### config.mk
export PLATFORM = sky130hd
export DESIGN_NAME = rvv_issue_buffer
export DESIGN_NICKNAME = d
export VERILOG_FILES = /design/src/rtl/rvv_issue_buffer.sv
export SDC_FILE = /design/constraint.sdc
export NUM_CORES = 1
export LEC_CHECK = 0
export ABC_AREA = 1
export CORE_UTILIZATION = 42
export DETAILED_ROUTE_END_ITERATION = 8
export GPL_TIMING_DRIVEN = 0
export PLACE_DENSITY_LB_ADDON = 0.1
export SLEW_MARGIN = 20
export SYNTH_ARGS = -nofsm -noshare
export SYNTH_HDL_FRONTEND = slang
export SYNTH_SLANG_ARGS = --single-unit
### constraint.sdc
create_clock -name clk_i -period 6.6 [get_ports clk_i]
set_input_delay 0.99 -clock clk_i [delete_from_list [all_inputs] [get_ports clk_i]]
set_output_delay 0.99 -clock clk_i [all_outputs]
set_load 0.005 [all_outputs]
### src/rtl/rvv_issue_buffer.sv
// In-order issue buffer between the scalar core's vector issue port and the decoder.
// Optional zero-latency bypass when the queue is empty: define RVV_ISSUE_BYPASS_EN.
module rvv_issue_buffer #(
   parameter int unsigned Depth       = 4,
   parameter int unsigned MaxInflight = 8,
   parameter type         insn_id_t     = logic [3:0],
   parameter type         xlen_t        = logic [63:0],
   parameter type         vec_context_t = logic [15:0]
) (
   input  logic                               clk_i,
   input  logic                               rst_ni,
   input  logic                               valid_i,
   output logic                               ready_o,
   input  logic [31:0]                        insn_i,
   input  logic [$bits(insn_id_t)-1:0]        insn_id_i,
   input  logic [$bits(xlen_t)-1:0]           scalar_reg_i,
   input  logic [$bits(vec_context_t)-1:0]    vec_context_i,
   input  logic                               flush_i,
   output logic                               out_valid_o,
   input  logic                               out_ready_i,
   output logic [31:0]                        out_insn_o,
   output logic [$bits(insn_id_t)-1:0]        out_id_o,
   output logic [$bits(xlen_t)-1:0]           out_scalar_o,
   output logic [$bits(vec_context_t)-1:0]    out_context_o,
   input  logic                               done_i,
   output logic [$clog2(Depth):0]             count_o,
   output logic [$clog2(MaxInflight):0]       inflight_o,
   output logic                               err_o
);

   localparam int unsigned PtrW = $clog2(Depth);
   localparam int unsigned CntW = PtrW + 1;
   localparam int unsigned InfW = $clog2(MaxInflight) + 1;

   typedef struct packed {
      logic [31:0]                     insn;
      logic [$bits(insn_id_t)-1:0]     id;
      logic [$bits(xlen_t)-1:0]        scalar;
      logic [$bits(vec_context_t)-1:0] ctx;
   } entry_t;

   entry_t            mem_q [Depth];
   logic [PtrW-1:0]   wr_ptr_q, wr_ptr_d;
   logic [PtrW-1:0]   rd_ptr_q, rd_ptr_d;
   logic [CntW-1:0]   count_q, count_d;
   logic [InfW-1:0]   inflight_q, inflight_d;
   logic              err_q, err_d;

   entry_t            in_entry;
   entry_t            head_entry;
   entry_t            out_entry;
   logic              bypass;
   logic              enq;
   logic              deq;
   logic              disp;

   assign in_entry   = '{insn: insn_i, id: insn_id_i, scalar: scalar_reg_i, ctx: vec_context_i};
   assign head_entry = mem_q[rd_ptr_q];

   // Capacity counts queued entries plus those already handed to the decoder.
   assign ready_o = !flush_i
                 && (32'(count_q) < Depth)
                 && ((32'(count_q) + 32'(inflight_q)) < MaxInflight);

`ifdef RVV_ISSUE_BYPASS_EN
   assign bypass = (count_q == '0) && valid_i && out_ready_i && ready_o && !flush_i;
`else
   assign bypass = 1'b0;
`endif

   assign out_valid_o = (!flush_i && (count_q != '0)) || bypass;
   assign out_entry   = bypass ? in_entry : head_entry;

   assign out_insn_o    = out_entry.insn;
   assign out_id_o      = out_entry.id;
   assign out_scalar_o  = out_entry.scalar;
   assign out_context_o = out_entry.ctx;

   // A bypassed instruction is dispatched without touching storage.
   assign disp = out_valid_o && out_ready_i;
   assign enq  = valid_i && ready_o && !bypass;
   assign deq  = disp && !bypass;

   always_comb begin
      wr_ptr_d = wr_ptr_q;
      rd_ptr_d = rd_ptr_q;
      count_d  = count_q;
      if (flush_i) begin
         wr_ptr_d = '0;
         rd_ptr_d = '0;
         count_d  = '0;
      end else begin
         if (enq) wr_ptr_d = wr_ptr_q + PtrW'(1);
         if (deq) rd_ptr_d = rd_ptr_q + PtrW'(1);
         unique case ({enq, deq})
            2'b10:   count_d = count_q + CntW'(1);
            2'b01:   count_d = count_q - CntW'(1);
            default: count_d = count_q;
         endcase
      end
   end

   always_comb begin
      inflight_d = inflight_q;
      err_d      = err_q;
      unique case ({disp, done_i})
         2'b10: inflight_d = inflight_q + InfW'(1);
         2'b01: begin
            if (inflight_q == '0) err_d = 1'b1;
            else                  inflight_d = inflight_q - InfW'(1);
         end
         default: inflight_d = inflight_q;
      endcase
   end

   always_ff @(posedge clk_i or negedge rst_ni) begin
      if (!rst_ni) begin
         wr_ptr_q   <= '0;
         rd_ptr_q   <= '0;
         count_q    <= '0;
         inflight_q <= '0;
         err_q      <= 1'b0;
      end else begin
         wr_ptr_q   <= wr_ptr_d;
         rd_ptr_q   <= rd_ptr_d;
         count_q    <= count_d;
         inflight_q <= inflight_d;
         err_q      <= err_d;
      end
   end

   // Payload storage carries no reset; validity is tracked by count_q alone.
   always_ff @(posedge clk_i) begin
      if (enq) mem_q[wr_ptr_q] <= in_entry;
   end

   assign count_o    = count_q;
   assign inflight_o = inflight_q;
   assign err_o      = err_q;

endmodule

==> impl_metrics.env, run 1 <==
export IMPL_ant_nets=0
export IMPL_grtUsageTotal=0.204
export IMPL_ys_warn_count=0
export IMPL_hold_viol_final=0
export IMPL_fin_ws_ps=2640
export IMPL_cp_required_ps=5610
export IMPL_wl_mm=44.9
export IMPL_wl_per_cell_um=21.1
export IMPL_die_x_um=210
export IMPL_postCtsHoldBufs=0
export IMPL_cts_root_buffer="clkbuf_16"
export IMPL_crit_path_end_kind="output port"
export IMPL_critPathMaxFanout=10
export IMPL_cts_buffers_inserted=48
export IMPL_core_um2=42200
export IMPL_hpwl_mm=28.9
export IMPL_post_cts_repair_setup_buffers=0
export IMPL_period_needed_ps=3960
export IMPL_ys_seq_elements=476
export IMPL_place_ws_ps=2840
export IMPL_grt_max_degree=24
export IMPL_rows=75
export IMPL_synth_distinct_cells=34
export IMPL_io_buffer_count=247
export IMPL_grt_pass1_vias=10900
export IMPL_drc=0
export IMPL_clockBufferDepth=3
export IMPL_cp_cell_sequence="buf_6 -> inv_2 -> clkbuf_2 -> buf_2 -> o21ai_0 -> o22ai_1 -> clkdlybuf4s50_1"
export IMPL_place_gp_congestion=0.769
export IMPL_finalPower_mw=7.51
export IMPL_final_util=0.553
export IMPL_fin_crit_sh=0.600
export IMPL_fmax_ghz=0.253
export IMPL_cts_tree="yes"
export IMPL_stdcell_area_um2=23300
export IMPL_rr_endpoint="mem_q[3][42]"
export IMPL_async_flop_share=0.0252
export IMPL_cts_htree_levels=2
export IMPL_grt_pass1_wl_mm=66.4
export IMPL_synth_seq_area_share=0.787
export IMPL_num_vias=11100
export IMPL_synthCells=1231
export IMPL_placed_area_um2=21800
export IMPL_syn_nets=1363
export IMPL_layout_nets=1683
export IMPL_finalSetupViolations=0
export IMPL_slowest_stage="clkdlybuf4s50_1"
export IMPL_die_area_um2=43900
export IMPL_overflow=0
export IMPL_maxSlewHeadroom=0.476
export IMPL_antenna_found_initial=7
export IMPL_peakVddDrop_uv=199
export IMPL_start_util=0.429
export IMPL_cap_violations=0
export IMPL_hold_class="reg -> reg"
export IMPL_area_growth_pct=29.0
export IMPL_max_slew_worst_pin_slew_ps=784
export IMPL_r2r_cells=8
export IMPL_clkTransAtPathRegs_ps=60
export IMPL_dieHeight_um=210
export IMPL_drt_pass1_iterations=5
export IMPL_fin_worst_skew_ps=9.51
export IMPL_endpoint="out_insn_o[30]"
export IMPL_outcome="complete, no violations"
export IMPL_start_kind="flop"
export IMPL_max_stage_delay_ps=550
export IMPL_power_density_nw_per_um2=322
export IMPL_cts_sinks=476
export IMPL_netlist_area_um2=18100
export IMPL_p_leak_nw=7.84
export IMPL_r2r_slack_ps=3710
export IMPL_synthFlopType="edfxtp_1"
export IMPL_worstSkewPairLatency_ps=570
export IMPL_fillers=3507
export IMPL_crit_type="reg -> out"
export IMPL_ctsResizeCount=0
export IMPL_pin_count=248
export IMPL_syn_avg_cell_area_um2=14.7
export IMPL_slew_viol_final=0
export IMPL_r2r_start="count_o[2]"
export IMPL_synth_edf_count=464
export IMPL_crit_start="rd_ptr_q[1]"
export IMPL_via_per_inst=5.21
export IMPL_drtIter0Drc=783
export IMPL_drive_gt1_frac=0.0951
export IMPL_rsz0062_at_grt="false"
export IMPL_cp_arrival_ps=2970
==> layout make-up <==
cell class,instances,area [um^2],area share
inverters,23,91.3,0.00391
plain buffers,76,479,0.0205
well taps,539,674,0.0289
clock inverters,23,210,0.00901
clock buffers,63,1300,0.0556
multi-input cells,656,3320,0.142
diodes,2,5.00,0.000214
flip-flops and latches,476,14200,0.610
repair buffers,270,3020,0.130
==> worst min-delay path by stage <==
stage / cells after the start / endpoint / from
final: 1 / err_o / err_o
after global placement: 1 / err_o / err_o
after detailed placement: 1 / err_o / err_o
after floorplan: 1 / err_o / err_o
after CTS: 1 / err_o / err_o
after global routing: 1 / err_o / err_o
==> through the flow <==
step / instances / setup TNS [ps] / hold slack (ps)
after floorplan: 1231 / -132810 / 468
after global placement: 2017 / -2355410 / 479
after detailed placement: 2040 / 0 / 471
after CTS: 2126 / 0 / 488
after global routing: 2128 / 0 / 497
final: 2128 / 0 / 481
==> Yosys cell counts, types with 9 or more instances <==
cell type / instances / area share
buf_2: 10 / 0.0028
buf_6: 22 / 0.014
clkbuf_1: 41 / 0.0085
dfrtp_1: 12 / 0.017
edfxtp_1: 464 / 0.77
inv_1: 17 / 0.0035
nand2_1: 20 / 0.0041
nor2_1: 239 / 0.050
o21ai_0: 228 / 0.063
o21ai_1: 9 / 0.0025
o22ai_1: 116 / 0.040
==> placed cells by master (no fill, tap or decap), types with 2 or more instances in the layout <==
| cell type | count |
|---|---|
| buf_2 | 10 |
| xnor2_1 | 2 |
| clkbuf_8 | 2 |
| clkbuf_16 | 49 |
| o21ai_1 | 9 |
| clkinv_2 | 7 |
| dfrtp_1 | 12 |
| fa_1 | 2 |
| o22ai_1 | 116 |
| or2_4 | 2 |
| o21ai_0 | 228 |
| inv_2 | 4 |
| edfxtp_1 | 464 |
| nor2_4 | 5 |
| nand2_1 | 20 |
| nand2_2 | 7 |
| buf_12 | 11 |
| ha_1 | 8 |
| buf_6 | 22 |
| nand2_4 | 2 |
| nor2_1 | 235 |
| a21oi_2 | 2 |
| nand3_1 | 8 |
| clkbuf_1 | 53 |
| nand4_1 | 2 |
| clkinv_1 | 11 |
| nand3_4 | 2 |
| diode_2 | 2 |
| bufinv_16 | 4 |
| clkdlybuf4s50_1 | 247 |
| buf_16 | 12 |
| inv_6 | 3 |
| inv_1 | 17 |
==> sequential cells by signal, summed over array words and instances (netlist names) <==
name,cells
rd_ptr_q,2
count_o,3
inflight_o,4
mem_q,464
err_o,1
wr_ptr_q,2
==> cells by family after synthesis <==
group,share of synthesized area
flops,0.787
compound gates,0.108
simple gates,0.0646
buf+inv,0.0315
fa+ha+maj,0.00774
xor+xnor,0.00187
==> critical path: cells and delay by family, from the launching register on <==
family                 cells  cell delay (ps)
buffers and inverters      5             1670
AO/OA/AOI/OAI              2              350
flip-flops                 1              370
==> layer usage <==
metal | GRT usage | share of wire
met1 | 0.284 | 0.44
met5 | 0 | 0.0017
met2 | 0.324 | 0.48
met4 | 0.0586 | 0.018
met3 | 0.0431 | 0.059
==> report_power, final <==
group          internal, mW  switching [mW]  leakage (nW)
registers              3.49          0.0519          4.35
clock network          1.54            1.09         0.741
logic                 0.633           0.707          2.76
Note: power is estimated with default switching activity, not from simulation.
==> run 2: changes to the inputs <==
==> constraint.sdc (replaced) <==
create_clock -name clk_i -period 3.38 [get_ports clk_i]
set_input_delay 0.507 -clock clk_i [delete_from_list [all_inputs] [get_ports clk_i]]
set_output_delay 0.507 -clock clk_i [all_outputs]
set_load 0.005 [all_outputs]
==> impl_metrics.env, run 2 (synthesis gave the netlist of run 1 again) <==
export IMPL_combPwrFrac=0.183
export IMPL_hpwl_mm=29.1
export IMPL_start_util=0.429
export IMPL_fmax_ghz=0.301
export IMPL_fin_worst_skew_ps=13.8
export IMPL_pin_count=248
export IMPL_maxSlewHeadroom=0.570
export IMPL_cp_arrival_ps=2820
export IMPL_io_buffer_count=247
export IMPL_overflow=0
export IMPL_via_per_inst=5.29
export IMPL_slew_viol_final=0
export IMPL_grt_pass1_wl_mm=67.6
export IMPL_area_growth_pct=29.4
export IMPL_clockBufferDepth=3
export IMPL_grt_pass1_vias=11200
export IMPL_cts_sinks=476
export IMPL_seq_power_share=0.476
export IMPL_core_um2=42200
export IMPL_period_needed_ps=3330
export IMPL_die_area_um2=43900
export IMPL_max_slew_worst_pin_slew_ps=642
export IMPL_finalSetupViolations=0
export IMPL_layout_common_cells="464 x edfxtp_1, 247 x clkdlybuf4s50_1, 235 x nor2_1"
export IMPL_switching_share=0.250
export IMPL_drt_pass1_iterations=5
export IMPL_finalSetupTns_ps=0
export IMPL_ant_nets=0
export IMPL_cts_buffers_inserted=49
export IMPL_cts_tree="yes"
export IMPL_r2r_cells=9
export IMPL_rows=75
export IMPL_drc=0
export IMPL_antenna_found_initial=5
export IMPL_num_vias=11300
export IMPL_layout_commonest_cell="edfxtp_1"
export IMPL_grtUsageTotal=0.206
export IMPL_drive_gt1_frac=0.109
export IMPL_crit_type="reg -> out"
export IMPL_finalPower_mw=14.5
export IMPL_final_util=0.554
export IMPL_start_kind="flop"
export IMPL_place_gp_congestion=0.784
export IMPL_wl_per_cell_um=20.9
export IMPL_whs_ps=340
export IMPL_cap_violations=0
export IMPL_rr_endpoint="mem_q[0][31]"
export IMPL_clkPwrFrac=0.341
export IMPL_cp_required_ps=2870
export IMPL_cts_root_buffer="clkbuf_16"
export IMPL_post_cts_repair_setup_buffers=0
export IMPL_crit_path_end_kind="output port"
export IMPL_power_density_nw_per_um2=621
export IMPL_intPower_mw=10.9
export IMPL_die_x_um=210
export IMPL_largest_reg_flops=464
export IMPL_clkTransAtPathRegs_ps=60
export IMPL_worstSkewPairLatency_ps=570
export IMPL_layout_nets=1687
export IMPL_dieHeight_um=210
export IMPL_critPathMaxFanout=10
export IMPL_rsz0062_at_grt="true"
export IMPL_r2r_start="count_o[2]"
export IMPL_fin_crit_sh=0.984
export IMPL_drtIter0Drc=734
export IMPL_p_switching_mw=3.64
export IMPL_grt_max_degree=23
export IMPL_hold_class="in -> async"
export IMPL_cts_htree_levels=2
export IMPL_outcome="complete, no violations"
export IMPL_hold_viol_final=0
export IMPL_peakVddDrop_uv=390
export IMPL_p_leak_nw=7.92
export IMPL_top_register="mem_q"
export IMPL_wl_mm=44.6
export IMPL_r2r_slack_ps=560
-- run 2: cell types whose count changed in the layout (fill, tap and decap cells not counted), sizes merged --
cell	before	now
buf	57	58
bufinv	4	2
clkinv	18	24
clkinvlp	0	1
-- run 2: how the worst max path moves through the flow --
stage | from | endpoint | cells past startpoint
after floorplan | count_o[2] | mem_q[0][0] | 5
after global placement | flush_i | mem_q[0][37] | 6
after detailed placement | flush_i | mem_q[0][37] | 10
after CTS | rd_ptr_q[1] | out_insn_o[29] | 7
after global routing | rd_ptr_q[0] | out_insn_o[19] | 6
final | rd_ptr_q[0] | out_insn_o[4] | 8
-- run 2: area by class of cell --
cell class	count	area, um^2
Tap cell	539	674
Antenna cell	2	5.00
Clock inverter	28	188
Fill cell	3497	18800
Multi-Input combinational cell	656	3330
Clock buffer	61	1270
Sequential cell	476	14200
Buffer	76	510
Inverter	23	93.8
Timing Repair Buffer	273	3110
-- run 2: through the flow --
stage | setup slack (ps) | area (um^2) | cells
after floorplan | -1220 | 18100 | 1231
after global placement | -4320 | 21300 | 2017
after detailed placement | 170 | 21900 | 2043
after CTS | 12.0 | 23400 | 2132
after global routing | -14.4 | 23400 | 2133
final | 54.4 | 23400 | 2134
-- run 2: what timing repair did --
item | 4_1_cts | 5_1_grt
gates resized for setup | 4 | 37
hold buffers | 0 | 0
setup endpoints to repair | 25 | 43
endpoints found under the hold margin | 0 | 0
cloned | 0 | 0
-- run 2: power groups by stage --
| stage | Sequential [mW] | Combinational [mW] | Clock [mW] |
|---|---|---|---|
| floorplan | 7.06 | 1.14 | 0 |
| global placement | 7.10 | 2.54 | 0 |
| detailed placement | 7.04 | 2.69 | 0 |
| CTS | 6.92 | 2.71 | 5.07 |
| global route | 6.94 | 2.91 | 5.28 |
| finish | 6.92 | 2.66 | 4.96 |
-- run 2: worst max-delay path, stage by stage, from the launching register on --
cell and delay (ps):
dfrtp_1 370, buf_6 160, buf_6 180, inv_6 120, buf_6 200, buf_6 200, nor2_1 50, o22ai_1 330
clkdlybuf4s50_1 580
-- run 2: routing by layer --
metal / part of all wire / vias up / global-route usage
met5: 0.00069 / - / 0
met4: 0.019 / 4 / 0.0599
met3: 0.060 / 59 / 0.0474
met2: 0.49 / 285 / 0.335
met1: 0.43 / 5646 / 0.277
li1: - / 5300 / -
